**config.mk**
```make
export PLATFORM = sky130hd
export DESIGN_NAME = apb_reg_slave
export DESIGN_NICKNAME = d
export VERILOG_FILES = /design/src/rtl/apb_reg_slave.sv
export SDC_FILE = /design/constraint.sdc
export NUM_CORES = 1
export LEC_CHECK = 0
export ABC_AREA = 1
export CORE_MARGIN = 5
export CORE_UTILIZATION = 25
export CTS_CLUSTER_SIZE = 30
export DETAILED_ROUTE_END_ITERATION = 7
export MAX_ROUTING_LAYER = met4
export PLACE_DENSITY = 0.5
export SYNTH_ARGS = -nofsm -noshare
export SYNTH_HDL_FRONTEND = slang
export SYNTH_SLANG_ARGS = --single-unit
export TNS_END_PERCENT = 1
```
**constraint.sdc**
```tcl
create_clock -name clk -period 1.35 [get_ports clk]
set_input_delay 0.27 -clock clk [delete_from_list [all_inputs] [get_ports clk]]
set_output_delay 0.27 -clock clk [all_outputs]
set_load 0.03 [all_outputs]
```
**src/rtl/apb_reg_slave.sv**
```systemverilog
// APB completer register bank: register 0 is a read-only ID, registers 1..NUM_REGS-1 are read/write.
// Optional protocol checker enabled by defining APB_SLV_PROTOCOL_CHECK_EN.
module apb_reg_slave #(
    parameter int                ADDR_W      = 32,
    parameter int                DATA_W      = 32,
    parameter int                NUM_REGS    = 8,
    parameter int                WAIT_CYCLES = 1,
    parameter logic [DATA_W-1:0] ID_VALUE    = 32'h5A1F_0001
) (
    input  logic                       clk,
    input  logic                       rst_n,
    input  logic [ADDR_W-1:0]          paddr,
    input  logic                       psel,
    input  logic                       penable,
    input  logic                       pwrite,
    input  logic [DATA_W-1:0]          pwdata,
    output logic [DATA_W-1:0]          prdata,
    output logic                       pready,
    output logic                       pslverr,
    output logic [NUM_REGS*DATA_W-1:0] regs_out,
    output logic                       proto_err
);

    localparam int IDX_W = (NUM_REGS > 1) ? $clog2(NUM_REGS) : 1;
    localparam int CNT_W = (WAIT_CYCLES > 0) ? $clog2(WAIT_CYCLES + 1) : 1;
    localparam logic [CNT_W-1:0] CNT_LOAD = CNT_W'(WAIT_CYCLES);

    typedef enum logic [0:0] {
        ST_IDLE   = 1'b0,
        ST_ACCESS = 1'b1
    } state_t;

    state_t             r_state;
    state_t             w_next_state;
    logic [CNT_W-1:0]   r_cnt;
    logic [IDX_W-1:0]   r_idx;
    logic               r_err;
    logic               r_write;
    logic [DATA_W-1:0]  r_prdata;
    logic [DATA_W-1:0]  r_regs [1:NUM_REGS-1];

    logic [DATA_W-1:0]  w_reg_arr [NUM_REGS];
    logic [ADDR_W-3:0]  w_addr_idx;
    logic [IDX_W-1:0]   w_idx;
    logic               w_dec_err;
    logic               w_setup;
    logic               w_complete;
    logic               w_abort;
    logic               w_cnt_zero;

    assign w_addr_idx = paddr[ADDR_W-1:2];
    assign w_idx      = w_addr_idx[IDX_W-1:0];
    assign w_dec_err  = (paddr[1:0] != 2'b00)
                      | (w_addr_idx >= (ADDR_W-2)'(NUM_REGS))
                      | (pwrite & (w_addr_idx == {(ADDR_W-2){1'b0}}));
    assign w_cnt_zero = (r_cnt == {CNT_W{1'b0}});
    assign w_setup    = (r_state == ST_IDLE) & psel & ~penable;
    assign w_complete = (r_state == ST_ACCESS) & psel & penable & w_cnt_zero;
    assign w_abort    = (r_state == ST_ACCESS) & ~psel;

    // Unified register view: slot 0 is the hard-wired ID
    always_comb begin
        w_reg_arr[0] = ID_VALUE;
        for (int i = 1; i < NUM_REGS; i++) begin
            w_reg_arr[i] = r_regs[i];
        end
    end

    // Parallel export of every register
    always_comb begin
        regs_out = {(NUM_REGS*DATA_W){1'b0}};
        for (int i = 0; i < NUM_REGS; i++) begin
            regs_out[i*DATA_W +: DATA_W] = w_reg_arr[i];
        end
    end

    // FSM state register
    always_ff @(posedge clk or negedge rst_n) begin
        if (!rst_n) begin
            r_state <= ST_IDLE;
        end else begin
            r_state <= w_next_state;
        end
    end

    // FSM next-state logic; psel dropping in ACCESS aborts the transfer
    always_comb begin
        w_next_state = r_state;
        case (r_state)
            ST_IDLE: begin
                if (w_setup) begin
                    w_next_state = ST_ACCESS;
                end else begin
                    w_next_state = ST_IDLE;
                end
            end
            ST_ACCESS: begin
                if (w_abort || w_complete) begin
                    w_next_state = ST_IDLE;
                end else begin
                    w_next_state = ST_ACCESS;
                end
            end
            default: w_next_state = ST_IDLE;
        endcase
    end

    // FSM outputs depend only on state and the decode latched at setup
    always_comb begin
        prdata = r_prdata;
        if ((r_state == ST_ACCESS) && w_cnt_zero) begin
            pready  = 1'b1;
            pslverr = r_err;
        end else begin
            pready  = 1'b0;
            pslverr = 1'b0;
        end
    end

    // Setup-phase decode capture, wait counter and read-data register
    always_ff @(posedge clk or negedge rst_n) begin
        if (!rst_n) begin
            r_cnt    <= {CNT_W{1'b0}};
            r_idx    <= {IDX_W{1'b0}};
            r_err    <= 1'b0;
            r_write  <= 1'b0;
            r_prdata <= {DATA_W{1'b0}};
        end else if (w_setup) begin
            r_cnt    <= CNT_LOAD;
            r_idx    <= w_idx;
            r_err    <= w_dec_err;
            r_write  <= pwrite;
            r_prdata <= (!w_dec_err && !pwrite) ? w_reg_arr[w_idx] : {DATA_W{1'b0}};
        end else if (w_complete || w_abort) begin
            r_cnt    <= {CNT_W{1'b0}};
            r_prdata <= {DATA_W{1'b0}};
        end else if ((r_state == ST_ACCESS) && psel && penable && !w_cnt_zero) begin
            r_cnt <= r_cnt - {{(CNT_W-1){1'b0}}, 1'b1};
        end else begin
            r_cnt <= r_cnt;
        end
    end

    // Register file write on a legal completing write
    always_ff @(posedge clk or negedge rst_n) begin
        if (!rst_n) begin
            for (int i = 1; i < NUM_REGS; i++) begin
                r_regs[i] <= {DATA_W{1'b0}};
            end
        end else if (w_complete && r_write && !r_err) begin
            for (int i = 1; i < NUM_REGS; i++) begin
                if (r_idx == IDX_W'(i)) begin
                    r_regs[i] <= pwdata;
                end
            end
        end
    end

`ifdef APB_SLV_PROTOCOL_CHECK_EN
    logic [ADDR_W-1:0] r_paddr;
    logic [DATA_W-1:0] r_pwdata;
    logic              r_proto_err;
    logic              w_proto_viol;

    assign w_proto_viol = ((r_state == ST_IDLE) & penable)
                        | ((r_state == ST_ACCESS) & psel &
                           ((paddr != r_paddr) | (pwrite != r_write) | (pwdata != r_pwdata)))
                        | w_abort;

    // Reference copy of the setup-phase bus and the sticky violation flag
    always_ff @(posedge clk or negedge rst_n) begin
        if (!rst_n) begin
            r_paddr     <= {ADDR_W{1'b0}};
            r_pwdata    <= {DATA_W{1'b0}};
            r_proto_err <= 1'b0;
        end else begin
            if (w_setup) begin
                r_paddr  <= paddr;
                r_pwdata <= pwdata;
            end else begin
                r_paddr  <= r_paddr;
                r_pwdata <= r_pwdata;
            end
            r_proto_err <= r_proto_err | w_proto_viol;
        end
    end

    assign proto_err = r_proto_err;
`else
    assign proto_err = 1'b0;
`endif

endmodule

```
# ---- Word level (Yosys, flattened, before mapping)
# Cells that the tools add are included.
dict set report word_totals {
  regBits 263
  output_inout_bits 291
  word_cells 73
}
dict set report classes {
  add_sub_neg 1
  n_lt_le_gt_ge 2
  n_eq_ne 7
  mux 14
  bitwise 14
  reduce_logical 22
}
# operator n
set op_table {}
lappend op_table {{32-bit two-way mux} 5}
lappend op_table {{32-bit binary-select mux with 3-bit select} 1}
lappend op_table {{30-bit by 4-bit >= comparator with 1-bit output (second input constant)} 1}
lappend op_table {{30-bit zero test} 1}
lappend op_table {{2-bit AND reduction} 7}
lappend op_table {{3-bit == test (second input constant)} 4}
lappend op_table {{1-bit bitwise AND} 7}
lappend op_table {{1-bit logical AND} 7}
lappend op_table {{1-bit two-way mux} 7}
lappend op_table {{3-bit by 2-bit == test with 1-bit output (second input constant)} 2}
lappend op_table {{4-bit >= comparator (second input constant)} 1}
lappend op_table {{1-bit NOT} 4}
lappend op_table {{3-bit NOT with 4-bit output} 1}
lappend op_table {{2-bit nonzero test} 2}
lappend op_table {{3-bit by 1-bit == test with 1-bit output (second input constant)} 1}
lappend op_table {{1-bit zero test} 3}
lappend op_table {{3-bit nonzero test} 1}
lappend op_table {{1-bit bitwise OR} 2}
lappend op_table {{1-bit one-hot mux with 2 select lines} 1}
lappend op_table {{1-bit logical OR} 1}
lappend op_table {{1-bit subtractor (second input constant)} 1}

# ---- Depth between registers and ports, before layout
# Gate-level depths: netlist (run 1).
dict set report depth {
  word_depth 7
  ltp_mapped 10
}

# ---- Least setup slack after synthesis (run 1)
# OpenSTA, ideal clock, no wires.
dict set report synth_timing {
  path_type {register -> register}
  from {register r_cnt}
  to {register r_regs, in the netlist regs_out[126]}
  setup_ps 118
  arrival_ps 1486
  setup_slack_ps -254
  path_stages_with_launch 11
  n_path_buf 2
  period_less_slack_ps 1604
  path_cell_list {dfrtp_1 inv_1 nand2_1 inv_2 nand2_1 nor2_4 buf_2 nand2_1 buf_2 nand2_1 nand2_1}
}
dict set report synth_via {
  elab_chain_cells 5
}
# element line_no
set synth_rtl {}
lappend synth_rtl {{start: declaration} 35} ;# logic [CNT_W-1:0] r_cnt;
lappend synth_rtl {{start signal: assignment} 123} ;# r_cnt <= {CNT_W{1'b0}};
lappend synth_rtl {{start signal: assignment} 135} ;# r_cnt <= {CNT_W{1'b0}};
lappend synth_rtl {{start signal: assignment} 138} ;# r_cnt <= r_cnt - {{(CNT_W-1){1'b0}}, 1'b1};
lappend synth_rtl {{1-bit NOT} 56} ;# assign w_cnt_zero = (r_cnt == {CNT_W{1'b0}});
lappend synth_rtl {{1-bit bitwise AND} 58} ;# assign w_complete = (r_state == ST_ACCESS) & psel & penable & w_cnt_zero;
lappend synth_rtl {{1-bit logical AND (2 in a row)} 150} ;# end else if (w_complete && r_write && !r_err) begin
lappend synth_rtl {{2-bit AND reduction (no line)} n/a}
lappend synth_rtl {{end signal: indexed assignment} 148} ;# r_regs[i] <= {DATA_W{1'b0}};
lappend synth_rtl {{end signal: indexed assignment} 153} ;# r_regs[i] <= pwdata;
lappend synth_rtl {{end: declaration} 40} ;# logic [DATA_W-1:0] r_regs [1:NUM_REGS-1];
# Every way passes these cells.
# A chain may end at the register's enable or synchronous reset.

# ---- Worst setup path in the final report (run 1)
dict set report layout_timing {
  from {register r_cnt}
  to {register r_regs, in the netlist regs_out[225]}
}
# The elaborated chain is that of the path after synthesis.

==> impl.org, run 1 <==
** Run status
- Result of the run :: finished, violations left
- Violated checks :: setup timing

** Timing
- The max-slew violation count came to 0.
- The hold violation total from the final report is 0.
- Setup repair after global routing missed its margin :: true
- Post-route minimum period :: 1.67 ns
- Dividing the final minimum period by the clock period gives 124%.
- Derived from the worst setup path, the maximum achievable clock frequency is 0.599 GHz.
- Setup slack on the critical path of the routed design comes to -0.321 ns.
- Setup total negative slack on the finished layout was measured at -71.32 ns.
- Across the routed clock network, the largest skew measured is 0.0283 ns.
- Final setup violation count :: 510

** Routing
- For this block, the initial DRC count from the detailed router was 1086.
- For this block, the routed nets add up to between 50 and 60 mm of wire.
- In the routed layout, each cell is associated on average with a via count of roughly 4.5.
- Post-DRT Antenna Nets :: 0
- The routed layout has 12800 vias.
- Dividing the detail-routed wire length by the instance count gives 20.1 um.
- DRC violation count after routing :: 0
- First-pass iteration count of the detailed router :: 5

** Yosys
- The synthesized netlist devotes under 10% of its cell area to compound gates.
- For this run, the number of Yosys warnings is 0.
- By area, the combinational part of the netlist is dominated by simple AND/OR/NAND/NOR gates.
- The netlist uses 25 different library cells.
- Average footprint of a synthesized cell :: 7.43 sq um
- The top cell type by area accounts for 51.4% of the synthesized area.
- Synth area leaders :: sky130_fd_sc_hd__dfrtp_1 (51%), sky130_fd_sc_hd__nand2_1 (23%), sky130_fd_sc_hd__nand3_1 (7.3%)
- After Yosys synthesis, and, or, nand and nor cells account for 34.2% of the synthesized area.
- The biggest area contributor in the post-synthesis netlist is sky130_fd_sc_hd__dfrtp_1.
- Post-synthesis instance area :: 0.0128 sq mm
- Mux share of post-synthesis cell area :: 0%
- After synthesis the netlist holds a flip-flop and latch count of 263.
- The synthesized netlist devotes 0% of its cell area to adder and majority cells.
- Sequential elements use 51.4% of the synthesized area.
- Gate count after technology mapping :: 1722
- After Yosys synthesis, XOR and XNOR cells account for 0% of the synthesized area.

** Pwr
- Cell area power density :: 945 mW/mm^2
- Maximum VDD drop :: 0.570 mV
- Int Power :: ~14000 uW
- Total power :: 19200 uW
- Power share of the combinational group :: about a tenth
- Of the total power, the share spent switching nets is between 20% and 30%.
- In this run the static leakage power is between 0.01 and 0.015 uW.
- Net switching power :: a little over 5000 uW
- Registers are responsible for 41.4% of the overall power.
- Clock power frac :: 48.7%

** Setup path
- Walking the worst path, the cells encountered are inv_1, nand2_2, inv_4, nand2_4, nor2_4, buf_12, nand4_4, clkinv_4, clkbuf_16, nand2_1, nand2_1.
- Top delay family on crit path :: buffers and inverters
- Critical path required time :: roughly 1.8 ns
- The largest single stage delay on the critical path is roughly 0.37 ns.
- Crit Path Max Fanout :: 11
- Together, buffers and inverters on the worst path number 5.
- The largest individual stage delay along the critical path comes from the cell sky130_fd_sc_hd__dfrtp_1.
- Kind of start point of the critical path :: flip-flop
- The critical path runs through a total of 11 cells.
- Worst Reg2Reg Path Length in Cells :: 11
- CP dominant cell by count :: sky130_fd_sc_hd__nand2_1
- The worst setup path is of the flip-flop to flip-flop kind.
- STA classifies the critical path endpoint as a flip-flop.
- Data arrives at the worst endpoint at 2.14 ns.

** Placed design
- Port buffer count :: about 330
- Instance area at placement :: 0.0183 sq mm
- Post-DP HPWL :: 40.9 mm
- Routability-driven placement finished with a final weighted congestion of 0.901.
- After detailed placement, the design holds a cell count of 2760.

** Final layout
- Nets@finish :: 2191
- Layout overhead on the synthesized area :: 58.8%
- Most frequent cells in the layout :: sky130_fd_sc_hd__nand2_1 (778), sky130_fd_sc_hd__dfrtp_1 (219), sky130_fd_sc_hd__nand3_1 (187), sky130_fd_sc_hd__buf_6 (142), sky130_fd_sc_hd__inv_1 (114)
- In the final layout, the multi-input gates occupy approximately 0.0054 sq mm.
- The library cell used most frequently in the layout, excluding fill and tap cells, is sky130_fd_sc_hd__nand2_1.
- Fraction of layout instances using a drive strength above 1 :: between 20% and 30%
- The number of antenna diodes in the final layout is 0.
- Fill cells in the final layout number 5145.
- Post-route standard cell area excluding fillers :: 0.0203 sq mm
- Registers take 0.00664 sq mm.
- Cells fill 39.9% of the core in the end.
- Filler-free cell count of the finished design :: around 2800

** Die
- Placeable core area :: 0.0510 sq mm
- Die Ht :: 236 um
- # rows :: 83
- IO Count :: between 300 and 400
- The floorplan step set the die width to 236 um.
- Die Outline Area :: 0.0558 sq mm
- Initial core utilization :: 25.1%

** Clock network
- The cell sitting at the root of the clock tree is a sky130_fd_sc_hd__clkbuf_16.
- CTS buffer count :: 35
- After clock tree synthesis, the clock-pin slew on the worst setup and hold paths is 0.06 ns.
- Maximum level of the CTS H-tree :: 2
- Clock latency on the worst-skew pair :: roughly 0.55 ns
- Sinks on the clock net :: 263
- TritonCTS built the clock tree.
- CTS Buffer Depth :: 3

** GRT
- Global routing used 20.2% of the available tracks.
- Entering global routing, the biggest net connects 51 pins.
- The initial antenna violation count came to 0.
- The via count of the first global-routing pass came to 12900.
- Overflow after GRT :: 0
- Global-route wire length before repair :: 84.1 mm

** Job
- Number of maximum-capacitance violations :: 0

** Min path
- The tightest min-delay check is of the input port to async pin type.
==> Yosys cell counts <==
master,number
sky130_fd_sc_hd__a21oi_1,35
sky130_fd_sc_hd__clkbuf_1,36
sky130_fd_sc_hd__dfrtp_1,263
sky130_fd_sc_hd__clkinv_1,1
sky130_fd_sc_hd__inv_2,7
sky130_fd_sc_hd__nor3_1,1
sky130_fd_sc_hd__nand3_1,187
sky130_fd_sc_hd__or2_1,1
sky130_fd_sc_hd__or2_2,1
sky130_fd_sc_hd__o211ai_1,1
sky130_fd_sc_hd__buf_2,51
sky130_fd_sc_hd__nor2_4,1
sky130_fd_sc_hd__buf_4,38
sky130_fd_sc_hd__nor2_1,99
sky130_fd_sc_hd__o21ai_0,4
sky130_fd_sc_hd__nand2_1,797
sky130_fd_sc_hd__o21bai_1,32
sky130_fd_sc_hd__a21oi_2,8
sky130_fd_sc_hd__nor2_2,1
sky130_fd_sc_hd__inv_1,115
sky130_fd_sc_hd__conb_1,2
sky130_fd_sc_hd__o21ai_1,32
sky130_fd_sc_hd__buf_1,5
sky130_fd_sc_hd__nand3_2,1
sky130_fd_sc_hd__nand4_2,3
==> state kept, by name, summed over array words and instances (netlist names) <==
| register | flops |
|---|---|
| r_write | 1 |
| r_err | 1 |
| prdata | 32 |
| r_cnt | 1 |
| r_idx | 3 |
| regs_out | 224 |
| r_state | 1 |
==> power by group through the flow <==
stage               Sequential [uW]  Clock (uW)  Combinational, uW
finish                         7950        9360               1890
CTS                            7950        9610               1890
floorplan                      8100           0                744
detailed placement             8090           0               1850
global route                   7950        9910               2040
global placement               8090           0               1850
==> path summary, 6_finish.rpt <==
kind / to / slack (ns) / start
worst max-delay path: regs_out[225] / -0.32 / r_cnt
worst min-delay path: prdata[22] / 0.21 / rst_n
worst max register to register: regs_out[225] / -0.32 / r_cnt
worst min register to register: r_write / 0.51 / r_write
max in group asynchronous: prdata[17] / 0.48 / rst_n
min in group clk: prdata[4] / 0.32 / paddr[3]
==> through the flow <==
| step | setup WS [ns] | hold WS, ns |
|---|---|---|
| 2_1_floorplan | -0.112 | -0.0256 |
| 3_3_place_gp | -0.724 | 0.183 |
| 3_5_place_dp | -0.726 | 0.188 |
| 4_1_cts | -0.334 | 0.191 |
| 5_1_grt | -0.463 | 0.206 |
| 6_report | -0.321 | 0.206 |
==> final cells by class <==
type                       count  area share (%)
clock buffer                  54            5.36
multi-input combinational   1237            26.3
tap                          680            4.19
timing repair buffer         462            28.7
sequential                   263            32.7
clock inverter                10           0.357
inverter                     123            2.37
==> cells by family (layout without fill, tap and decap cells) <==
| logic type | Yosys count | after routing |
|---|---|---|
| compound gates | 112 | 112 |
| buf+inv | 253 | 649 |
| flops | 263 | 263 |
| other cells | 2 | 33 |
| simple gates | 1092 | 1092 |
==> repair_timing <==
item	in CTS	in global routing
pin swaps	2	3
hold buffers	1	0
hold endpoints to repair	216	0
resized for setup	401	47
setup buffers	0	2
endpoints found under the setup margin	516	516
gates cloned	0	2
==> metal layers <==
layer / up-vias / GRT usage, % / part of all wire (%)
li1: 6081 / - / -
met1: 6137 / 26.0 / 44
met2: 502 / 31.6 / 46
met3: 101 / 5.48 / 7.4
met4: 0 / 5.51 / 2.7
met5: - / - / 0
Power figures use the tool's default switching activity.
==> run 2, diff against run 1 <==
Settings changed: CTS_CLUSTER_DIAMETER set to 30.
==> run 2 against run 1 <==
Against the previous run:
- the flow still finishes with violations (setup timing)
- routed wire length increased by 0.95%
- clock skew increased by 0.0024 ns
- count of clock-buffer cells in the layout increased by 59
- setup slack got worse by 0.023 ns
- critical path depth decreased by 6
- via count increased by 2.2%
- die area unchanged
- clock power increased by 100%
- largest power group unchanged
==> impl.org, run 2 (same netlist as run 1, synthesis figures left out) <==
** Routing
- Post-DRT Antenna Nets :: 0
- Dividing the detail-routed wire length by the instance count gives a little under 20 um.
- Total wirelength of the detailed-routed design :: 57.5 mm
- For this block, the via count after detailed routing is 13100.
- After detailed routing, the number of vias per cell comes to 4.51.
- In the routed design, unresolved DRC markers number 0.
- The first detailed-routing pass took 5 iterations.
- Starting DRC count in detailed routing :: between 1000 and 1500

** Final layout
- Fraction of layout instances using a drive strength above 1 :: 27.8%
- Final antenna diode count :: 0
- Most common cell after layout, fill and taps aside :: sky130_fd_sc_hd__nand2_1
- Total area of multi-input combinational cells :: 0.00533 sq mm
- Post-layout utilization of the core :: 42.9%
- Nets@finish :: about 2200
- The sequential cells in the finished layout cover a total of 0.00664 sq mm.
- Filler cells :: roughly 5000
- Most frequent cells in the layout :: sky130_fd_sc_hd__nand2_1 (785), sky130_fd_sc_hd__dfrtp_1 (218), sky130_fd_sc_hd__nand3_1 (187), sky130_fd_sc_hd__buf_6 (143), sky130_fd_sc_hd__inv_1 (114)
- Layout overhead on the synthesized area :: 70.7%
- Largest register FFs :: 224
- Once layout is done, the placed cells without fillers occupy 0.0219 sq mm.

** Timing
- Period Utilization, post-route :: 125%
- Worst clock skew on the final layout :: 0.0307 ns
- Final max-slew violation count :: 0
- Final setup violation count :: 514
- Static timing analysis puts the maximum clock frequency at 0.590 GHz.
- Final hold analysis gives a worst-case slack of about 0.16 ns.
- Worst-case setup margin in the final layout :: -0.344 ns
- Setup repair after global routing could not meet its margin everywhere.
- Final Hold Vio Count :: 0
- Post-route minimum period :: about 1.7 ns

** Die
- Initial core utilization :: between 20% and 30%
- IO Count :: between 300 and 400
- Die extent in x :: 236 um
- The die covers 0.0558 sq mm.
- The core region is approximately 0.051 sq mm.
- From bottom edge to top edge, the die measures 236 um.
- The initialized floorplan defines 83 standard-cell rows.

** GRT
- Met2 Track Usage GR :: 32.1%
- Total global routing track utilization :: about a fifth
- The initial antenna violation count came to 0.
- In the global route stage, met1 resource usage came out at 26.2%.
- Overflow after GRT :: 0
- The global routing stage identified its most utilized layer as met2.
- Maximum number of pins on one net before global-route repair :: a little over 50
- The first global-routing pass estimated 85.8 mm of wire.
- Global routing consumed, on the met3 layer, ~6% of the routing resources.
- The via count of the first global-routing pass is 13400.

** Pwr
- Cell area power density :: 1320 mW/mm^2
- Static Leak :: roughly 0.011 uW
- The internal power of the cells totals 22100 uW.
- The clock network is responsible for 65.7% of the overall power.
- In this run, flip-flops and latches consume 27.7% of the power.
- Switch share :: 23.3%
- Total power :: 28800 uW
- Net switching power :: 6720 uW
- Power share of the combinational group :: 6.5%
- The worst-case IR drop observed on VDD is 0.825 mV.

** Setup path
- Critical Path Max Stage Delay :: 0.36 ns
- The signal on the critical path passes through inv_1, nand2_2, buf_6, nor2_4, buf_6.
- The worst setup path is captured at an output port.
- Crit Path Max Fanout :: 2
- The worst setup path is launched from a flip-flop.
- At the worst endpoint, the arrival time is 1.42 ns.
- The cell that appears most often on the critical path is sky130_fd_sc_hd__buf_6.
- The largest individual stage delay along the critical path comes from the cell sky130_fd_sc_hd__dfrtp_1.
- Critical path required time :: around 1.1 ns
- The setup path with the least slack is of type flip-flop to output port.

** Placed design
- Routability congestion estimate from global placement :: 0.901
- Post-DP HPWL :: approximately 41 mm
- In this run the cell area measured after placement is roughly 0.018 sq mm.
- Port buffer count :: 326

** Clock network
- Sinks on the clock net :: 263
- CTS tree :: built
- Maximum level of the CTS H-tree :: 3
- Clock latency on the worst-skew pair :: approximately 0.6 ns
- Root Buffer Master :: sky130_fd_sc_hd__clkbuf_16
- CTS Buffer Depth :: 3
- CTS buffer count :: 79
- Clock slew at reported path FFs :: 0.05 ns

** Run status
- Result of the run :: finished, violations left
- Violated checks :: setup timing

** Min path
- Worst hold path type :: input port to async pin

** Job
- Number of maximum-capacitance violations :: 0
-- run 2: changes by cell type in the layout (fill, tap and decap cells not counted), moves of 6 or more --
| cell | change |
|---|---|
| sky130_fd_sc_hd__clkbuf_16 | +43 |
| sky130_fd_sc_hd__bufinv_16 | +9 |
| sky130_fd_sc_hd__nand2_2 | -6 |
| sky130_fd_sc_hd__nand2_1 | +7 |
| sky130_fd_sc_hd__clkbuf_1 | +8 |
| sky130_fd_sc_hd__clkbuf_8 | +7 |
-- run 2: per-layer routing --
| layer | vias up | wire length (um) |
|---|---|---|
| li1 | 6196 | - |
| met1 | 6230 | 24900 |
| met2 | 583 | 26700 |
| met3 | 100 | 4550 |
| met4 | 0 | 1280 |
| met5 | - | 0 |
-- run 2: through the flow --
step	setup slack, ns	TNS, ns	std cells
global placement	-0.724	-150.10	2760
global route	-0.446	-126.80	2904
floorplan	-0.112	-21.06	1753
finish	-0.344	-80.64	2904
detailed placement	-0.726	-153.15	2760
CTS	-0.367	-86.63	2901
-- run 2: layout make-up --
class	instances	share of cell area [%]
sequential	263	30.4
timing repair buffer	461	26.6
multi-input combinational	1237	24.4
clock buffer	113	10.6
tap	680	3.89
inverter	123	2.20
clock inverter	27	1.96
-- run 2: power by group through the flow --
stage	clock network (uW)	registers, uW	logic (uW)
floorplan	0	8100	744
detailed placement	0	8090	1850
global placement	0	8090	1850
global route	19700	7980	2040
CTS	19200	7980	1900
finish	18900	7980	1890
-- run 2: repair_timing --
| item | in CTS | in global routing |
|---|---|---|
| hold endpoints to repair | 263 | 0 |
| gates resized for setup | 403 | 35 |
| setup endpoints to repair | 516 | 516 |
| pin swaps | 2 | 1 |
| hold buffers | 1 | 0 |
| cloned | 0 | 1 |
| buffers inserted | 0 | 2 |
-- run 2: critical path: cells and delay by family, from the launching register on --
kind | cells | cell delay (ns)
flops | 1 | 0.36
simple gates | 2 | 0.14
buf+inv | 3 | 0.32
-- run 2: final timing paths --
kind | from | endpoint | slack [ns] | depth (start not counted)
worst max-delay path | r_cnt | pslverr | -0.34 | 5
worst min-delay path | rst_n | regs_out[49] | 0.16 | 2
worst max register to register | r_cnt | regs_out[229] | -0.29 | 11
worst min register to register | r_write | r_write | 0.51 | 2
max in group asynchronous | rst_n | regs_out[141] | 0.51 | 3
min in group clk | paddr[3] | prdata[4] | 0.27 | 6
